### src/rtl/dma_xfer_engine.sv
// Block-transfer sequencer for the shared address/data bus. Requests the bus,
// copies word_count words from src_addr to dst_addr one word at a time (a read
// strobe, a capture cycle, then a write strobe), then releases the bus and
// pulses done. All outputs are registered from the next state.
module dma_xfer_engine #(
  parameter int unsigned ADDR_W = 32,
  parameter int unsigned DATA_W = 32,
  parameter int unsigned CNT_W  = 16
) (
  input  logic              clock,
  input  logic              reset_n,
  input  logic              start,
  input  logic [ADDR_W-1:0] src_addr,
  input  logic [ADDR_W-1:0] dst_addr,
  input  logic [CNT_W-1:0]  word_count,
  output logic              bus_req,
  input  logic              bus_grant,
  output logic [ADDR_W-1:0] address_out,
  output logic [DATA_W-1:0] data_out,
  output logic              data_out_en,
  input  logic [DATA_W-1:0] data_in,
  output logic              read_dma,
  output logic              write_dma,
  output logic              busy,
  output logic              done
);

  localparam logic [2:0] StIdle    = 3'd0;
  localparam logic [2:0] StReq     = 3'd1;
  localparam logic [2:0] StRead    = 3'd2;
  localparam logic [2:0] StCapture = 3'd3;
  localparam logic [2:0] StWrite   = 3'd4;
  localparam logic [2:0] StRelease = 3'd5;

  logic [2:0]        state_q, state_d;
  logic [ADDR_W-1:0] src_q, src_d;
  logic [ADDR_W-1:0] dst_q, dst_d;
  logic [CNT_W-1:0]  cnt_q, cnt_d;
  logic [DATA_W-1:0] hold_q, hold_d;

  logic              bus_req_d, read_d, write_d, busy_d, done_d;
  logic [ADDR_W-1:0] addr_d;
  logic [DATA_W-1:0] dout_d;

  // Next-state logic for the sequencer and its address/count/holding registers.
  always_comb begin
    state_d = state_q;
    src_d   = src_q;
    dst_d   = dst_q;
    cnt_d   = cnt_q;
    hold_d  = hold_q;
    done_d  = 1'b0;
    case (state_q)
      StIdle: begin
        if (start) begin
          if (word_count != '0) begin
            state_d = StReq;
            src_d   = src_addr;
            dst_d   = dst_addr;
            cnt_d   = word_count;
          end else begin
            // Empty transfer: complete without touching the bus.
            done_d = 1'b1;
          end
        end
      end
      StReq: begin
        if (bus_grant) state_d = StRead;
      end
      StRead: begin
        state_d = StCapture;
      end
      StCapture: begin
        // Word in flight always finishes, even if the grant has gone away.
        hold_d  = data_in;
        state_d = StWrite;
      end
      StWrite: begin
        src_d = src_q + ADDR_W'(1);
        dst_d = dst_q + ADDR_W'(1);
        cnt_d = cnt_q - CNT_W'(1);
        if (cnt_q == CNT_W'(1)) begin
          state_d = StRelease;
        end else if (bus_grant) begin
          state_d = StRead;
        end else begin
          state_d = StReq;
        end
      end
      StRelease: begin
        if (!bus_grant) begin
          state_d = StIdle;
          done_d  = 1'b1;
        end
      end
      default: begin
        state_d = StIdle;
      end
    endcase
  end

  // Output decode from the next state so the registered outputs track the state register.
  always_comb begin
    bus_req_d = (state_d == StReq) || (state_d == StRead) ||
                (state_d == StCapture) || (state_d == StWrite);
    read_d    = (state_d == StRead);
    write_d   = (state_d == StWrite);
    busy_d    = (state_d != StIdle);
    addr_d    = '0;
    dout_d    = '0;
    if (read_d) begin
      addr_d = src_d;
    end else if (write_d) begin
      addr_d = dst_d;
      dout_d = hold_d;
    end
  end

  // State, datapath and output registers; reset drops the bus at once.
  always_ff @(posedge clock or negedge reset_n) begin
    if (!reset_n) begin
      state_q     <= StIdle;
      src_q       <= '0;
      dst_q       <= '0;
      cnt_q       <= '0;
      hold_q      <= '0;
      bus_req     <= 1'b0;
      read_dma    <= 1'b0;
      write_dma   <= 1'b0;
      data_out_en <= 1'b0;
      address_out <= '0;
      data_out    <= '0;
      busy        <= 1'b0;
      done        <= 1'b0;
    end else begin
      state_q     <= state_d;
      src_q       <= src_d;
      dst_q       <= dst_d;
      cnt_q       <= cnt_d;
      hold_q      <= hold_d;
      bus_req     <= bus_req_d;
      read_dma    <= read_d;
      write_dma   <= write_d;
      data_out_en <= write_d;
      address_out <= addr_d;
      data_out    <= dout_d;
      busy        <= busy_d;
      done        <= done_d;
    end
  end

endmodule
### config.mk
export PLATFORM = sky130hd
export DESIGN_NAME = dma_xfer_engine
export DESIGN_NICKNAME = d
export VERILOG_FILES = /design/src/rtl/dma_xfer_engine.sv
export SDC_FILE = /design/constraint.sdc
export NUM_CORES = 1
export LEC_CHECK = 0
export CAP_MARGIN = 20
export CORE_MARGIN = 2
export CORE_UTILIZATION = 40
export DETAILED_ROUTE_END_ITERATION = 10
export HOLD_SLACK_MARGIN = 0.05
export PLACE_DENSITY_LB_ADDON = 0.12
export REMOVE_ABC_BUFFERS = 1
export SETUP_SLACK_MARGIN = 0.5
export SLEW_MARGIN = 20
export SYNTH_ARGS = -nofsm -noshare
export SYNTH_HDL_FRONTEND = slang
export SYNTH_SLANG_ARGS = --single-unit
### constraint.sdc
create_clock -name clock -period 2.9 [get_ports clock]
set_input_delay 0.435 -clock clock [delete_from_list [all_inputs] [get_ports clock]]
set_output_delay 0.435 -clock clock [all_outputs]
set_load 0.1 [all_outputs]
### Word-level counts from Yosys, hierarchy flattened

Index checks and enable logic that the tools add are counted.
W data, S select, Z words.

| word-level totals | value |
|---|---|
| register bits | 184 |
| input port bits | 116 |
| word-level logic and storage cells | 60 |

| cells by class | value |
|---|---|
| $add $sub $neg | 3 |
| equal/unequal tests | 12 |
| muxes and demuxes | 25 |
| reduce and logical (&&, ||, !) cells | 8 |

Operators with widths:

| kind | count |
|---|---|
| $mux W32 | 9 |
| $pmux W32 S2 | 2 |
| $add A32 B1 Y32 const B | 2 |
| $mux W16 | 2 |
| $pmux W16 S2 | 1 |
| $pmux W3 S6 | 1 |
| $eq A16 B1 Y1 const B | 1 |
| $reduce_bool A16 Y1 | 1 |
| $sub A16 B1 Y16 const B | 1 |
| $mux W3 | 5 |
| $eq A3 B2 Y1 const B | 4 |
| $eq A3 B3 Y1 const B | 3 |
| $eq A3 B1 Y1 const B | 2 |
| $ne A2 B2 Y1 const B | 2 |
| $logic_not A3 Y1 | 1 |
| $logic_or A1 B1 Y1 | 3 |
| $mux W1 | 3 |
| $reduce_and A3 Y1 | 1 |
| $reduce_bool A3 Y1 | 1 |
| $mux W2 | 1 |
| $pmux W1 S2 | 1 |
| $reduce_bool A2 Y1 | 1 |

### Longest topological paths before layout

| depth | value |
|---|---|
| depth after elaboration | 8 |
| gate-level depth with buffers | 10 |
| mapped depth without buffers | 8 |

### Least setup slack after synthesis

No wires, ideal clock.

| timing path | value |
|---|---|
| path kind | input port to flip-flop |
| start point | input port word_count[3] |
| end point | register address_out[10] |
| setup time | 0.121 ns |
| arrival | 2.264 ns |
| path slack | 0.515 ns |
| stages on the path | 6 |
| path buffers | 1 |
| cells stage by stage | or4_1 o41ai_4 o21ai_2 buf_6 o221a_4 a22o_1 |

| on the way | value |
|---|---|
| elaborated cells on any way between the ends | 14 |
| those cells by class | eq/ne: 2; mux: 11; reduce/logical: 1 |

RTL lines:

| item | line | text |
|---|---|---|
| from (decl) | 15 | `input logic [CNT_W-1:0] word_count,` |
| $reduce_bool A16 Y1 | 56 | `if (word_count != '0) begin` |
| $mux W32 | 56 |  |
| $mux W32 | 55 | `if (start) begin` |
| $pmux W32 S2 | 53 | `case (state_q)` |
| named net src_d[10] | 36 | `logic [ADDR_W-1:0] src_q, src_d;` |
| $mux W32 | 111 | `if (read_d) begin` |
| named net addr_d[10] | 42 | `logic [ADDR_W-1:0] addr_d;` |
| to (signal assigned) | 145 | `address_out <= addr_d;` |
| to (decl) | 18 | `output logic [ADDR_W-1:0] address_out,` |

The timed path passes the listed nets, and every way through them passes these cells.
A chain may end at the register's enable or synchronous reset.

### Worst setup path in the final report

| timing path | value |
|---|---|
| start point | input port word_count[0] |
| end point | register address_out[17] |

The elaborated chain is that of the path after synthesis.

==> summary.txt <==
Status
  – Run status: finished, final reports clean

Synth
  – Post-synthesis mux area share: 0.0426
  – Xor and xnor fraction of the mapped netlist area: 0
  – Simple-gate share of the synthesized area: 0.215
  – Top-area cell type share of the netlist area: 0.479
  – Mapped Cells: 832
  – Mapped Avg Cell Area: 9.54 um^2
  – #FFs+latches synth: between 150 and 200
  – YS warnings: 0
  – Adder-cell area share of the yosys netlist: 0.00631
  – Synth top area cells: dfrtp_1 48%, nand2_1 4.2%, and3_1 3.8%
  – Synthesized area: about 7900 um^2
  – Post-synthesis compound-gate area fraction: 0.217
  – Largest family of logic cells by synthesized area: compound AO/OA/AOI/OAI gates
  – Post-synthesis sequential area ratio: 0.479
  – Post-synth EDFFs: 0
  – Async SR Flop Fraction: 1.00
  – Count of unique library cells instantiated by Yosys: 71
  – Post-synth top flop: dfrtp_1
  – Biggest area consumer among synthesized cells: dfrtp_1

Worst hold path
  – Worst Hold Class: in -> reg

Final layout
  – Most common cell after layout, fill and taps aside: dfrtp_1
  – Commonest cells after routing, fill and taps aside: 150 x dfrtp_1, 128 x buf_4, 101 x clkdlybuf4s50_1
  – Area grow syn2layout: 41.6%
  – Ant diodes: 0
  – Non-Filler Instances: 1331
  – Share of post-route cells with drive strength above 1: 0.219
  – Nets: 1173

Global routing
  – Vias in the first global route: between 6000 and 7000
  – Pin count of the biggest net entering global routing: 59
  – GRT overflow: 0
  – Global-route wire length before repair: 39.3 mm
  – Initial antenna violation count: 0
  – GRT Util Overall: 0.248

Clock network
  – Clk buf depth: 2
  – CTS tree: yes
  – Skew-Pair Late Insertion Delay: roughly 430 ps
  – Num CTS Buffers: 17
  – Root Driver: clkbuf_16
  – Clk slew on worst S/H paths: about 70 ps
  – H-tree depth: 4
  – Clk sinks: 152

Drt
  – Drt initial violations: between 700 and 800
  – Antenna-violating nets left: 0
  – Via count: ~7600
  – Average wire per standard cell: approximately 20 um
  – WL final: ~27 mm
  – Routed vias/inst: about 5.7
  – Residual DRC: 0
  – Pre-Repair DR Iteration Count: 5

Power
  – Max IR drop VDD: 0.531 mV
  – Pwr dens: about 1200 nW/um^2
  – Pwr Total: 13400 uW
  – Leakage power: 0.00507 uW

Floorplanning
  – Initial Utilization: 0.408
  – Core area: 19500 um^2
  – Cell Rows: 51
  – Die Ht: roughly 140 um
  – Die area: around 21000 um^2
  – Ports: 186
  – Die X: 145 um

Timing
  – Post-Route Skew: 8.94 ps
  – Final setup violation count: 0
  – RSZ-0062 raised after global routing: yes
  – Final Hold Fails: 0
  – Final min period: roughly 2400 ps
  – F_max: 0.417 GHz
  – Final setup TNS: 0 ps
  – Transition time of the tightest slew-check pin: around 530 ps
  – Worst relative slew slack: 0.644
  – Max-slew violation count: 0
  – Final worst path period share: 0.827

Setup path
  – CP Launch Type: input port
  – Setup CP Type: in -> reg
  – Crit-path max FO: 6
  – Setup crit end kind: flip-flop
  – Crit path required time: about 3300 ps
  – Crit path arrival time: 2760 ps

Placed design
  – Placed insts: 1267
  – DP HPWL: between 15 and 20 mm
  – Port buffer count: 185
  – Final Wtd Congestion: around 0.9

Flow run
  – MaxCap Viol Count: 0
flip-flops by register name (all words and copies together), names as in the netlist:
signal and cells:
data_out 32, dst_q 32, bus_req 1, state_q 3, write_dma 1, address_out 32, read_dma 1, cnt_q 16
busy 1, done 1, src_q 32
logic make-up (layout without fill, tap and decap cells):
family | Yosys count | after routing
buffers and inverters | 74 | 308
AO/OA/AOI/OAI | 242 | 242
multiplexers | 33 | 33
adder cells (fa/ha/maj) | 4 | 4
AND/OR/NAND/NOR | 327 | 327
flip-flops | 152 | 152
layer usage:
metal | up-vias | global-route usage | wire, um
met5 | - | 0 | 0
met1 | 3691 | 0.345 | 11600
li1 | 3566 | - | -
met2 | 348 | 0.392 | 12600
met4 | 0 | 0.0720 | 471
met3 | 34 | 0.0487 | 1900
repair_timing:
item	CTS	global route
setup endpoints to repair	23	54
hold buffers	1	0
pin swaps	11	22
gates resized for setup	13	41
cloned	2	1
hold endpoints to repair	45	0
buffers inserted	11	17
where the power goes:
part	internal [uW]	switching [uW]	leakage, uW
clock network	1290	972	0.000287
registers	2980	948	0.00192
logic	2520	4740	0.00286
layout make-up:
type,count,area [um^2]
Inverter,10,40.0
Clock buffer,17,425
Multi-Input combinational cell,606,3940
Fill cell,1707,8230
Clock inverter,15,166
Tap cell,265,332
Timing Repair Buffer,266,2520
Sequential cell,152,3810
path summary, 6_finish.rpt:
kind                                    to  slack (ps)     startpoint  cells after the start
max reg2reg                address_out[24]         620       src_q[7]                      7
max                        address_out[17]         500  word_count[0]                      9
min                               cnt_q[8]         360  word_count[8]                      3
max in group asynchronous       state_q[2]        1720        reset_n                      3
min reg2reg                       dst_q[7]         500       dst_q[7]                      1
min in group asynchronous         read_dma         510        reset_n                      2
synth_stat cells (all sizes together) (3+ instances only):
cell type	count
nor2	55
dfrtp	152
nand3b	3
nor3	19
o41ai	3
a21oi	50
o22a	15
o311a	3
nand2	90
and4	7
o21a	6
or4	10
nor4	10
nand4	23
o2bb2ai	3
a31oi	4
and2	6
or3	5
nand3	38
inv	10
a22oi	8
a311oi	4
and3	48
a22o	27
or3b	4
nor2b	3
o22ai	41
clkbuf	46
buf	18
o21ai	41
ha	4
a211oi	7
mux2	6
o211ai	11
mux2i	27
through the flow:
stage	area [um^2]	hold slack, ps	setup slack, ps	util
global route	11200	386	469	0.577
finish	11200	364	501	0.577
detailed placement	10100	411	-53.1	0.522
floorplan	7660	139	-1850	-
global placement	10100	411	-53.5	0.522
CTS	10900	478	490	0.561
critical path, stage by stage:
cell             delay [ps]
clkdlybuf4s50_1         420
or4_4                   470
o41a_4                  560
buf_6                   160
a21oi_4                 170
buf_4                   150
a22oi_1                  80
o21ai_1                 150
a22o_1                  170
Power figures use the tool's default switching activity.
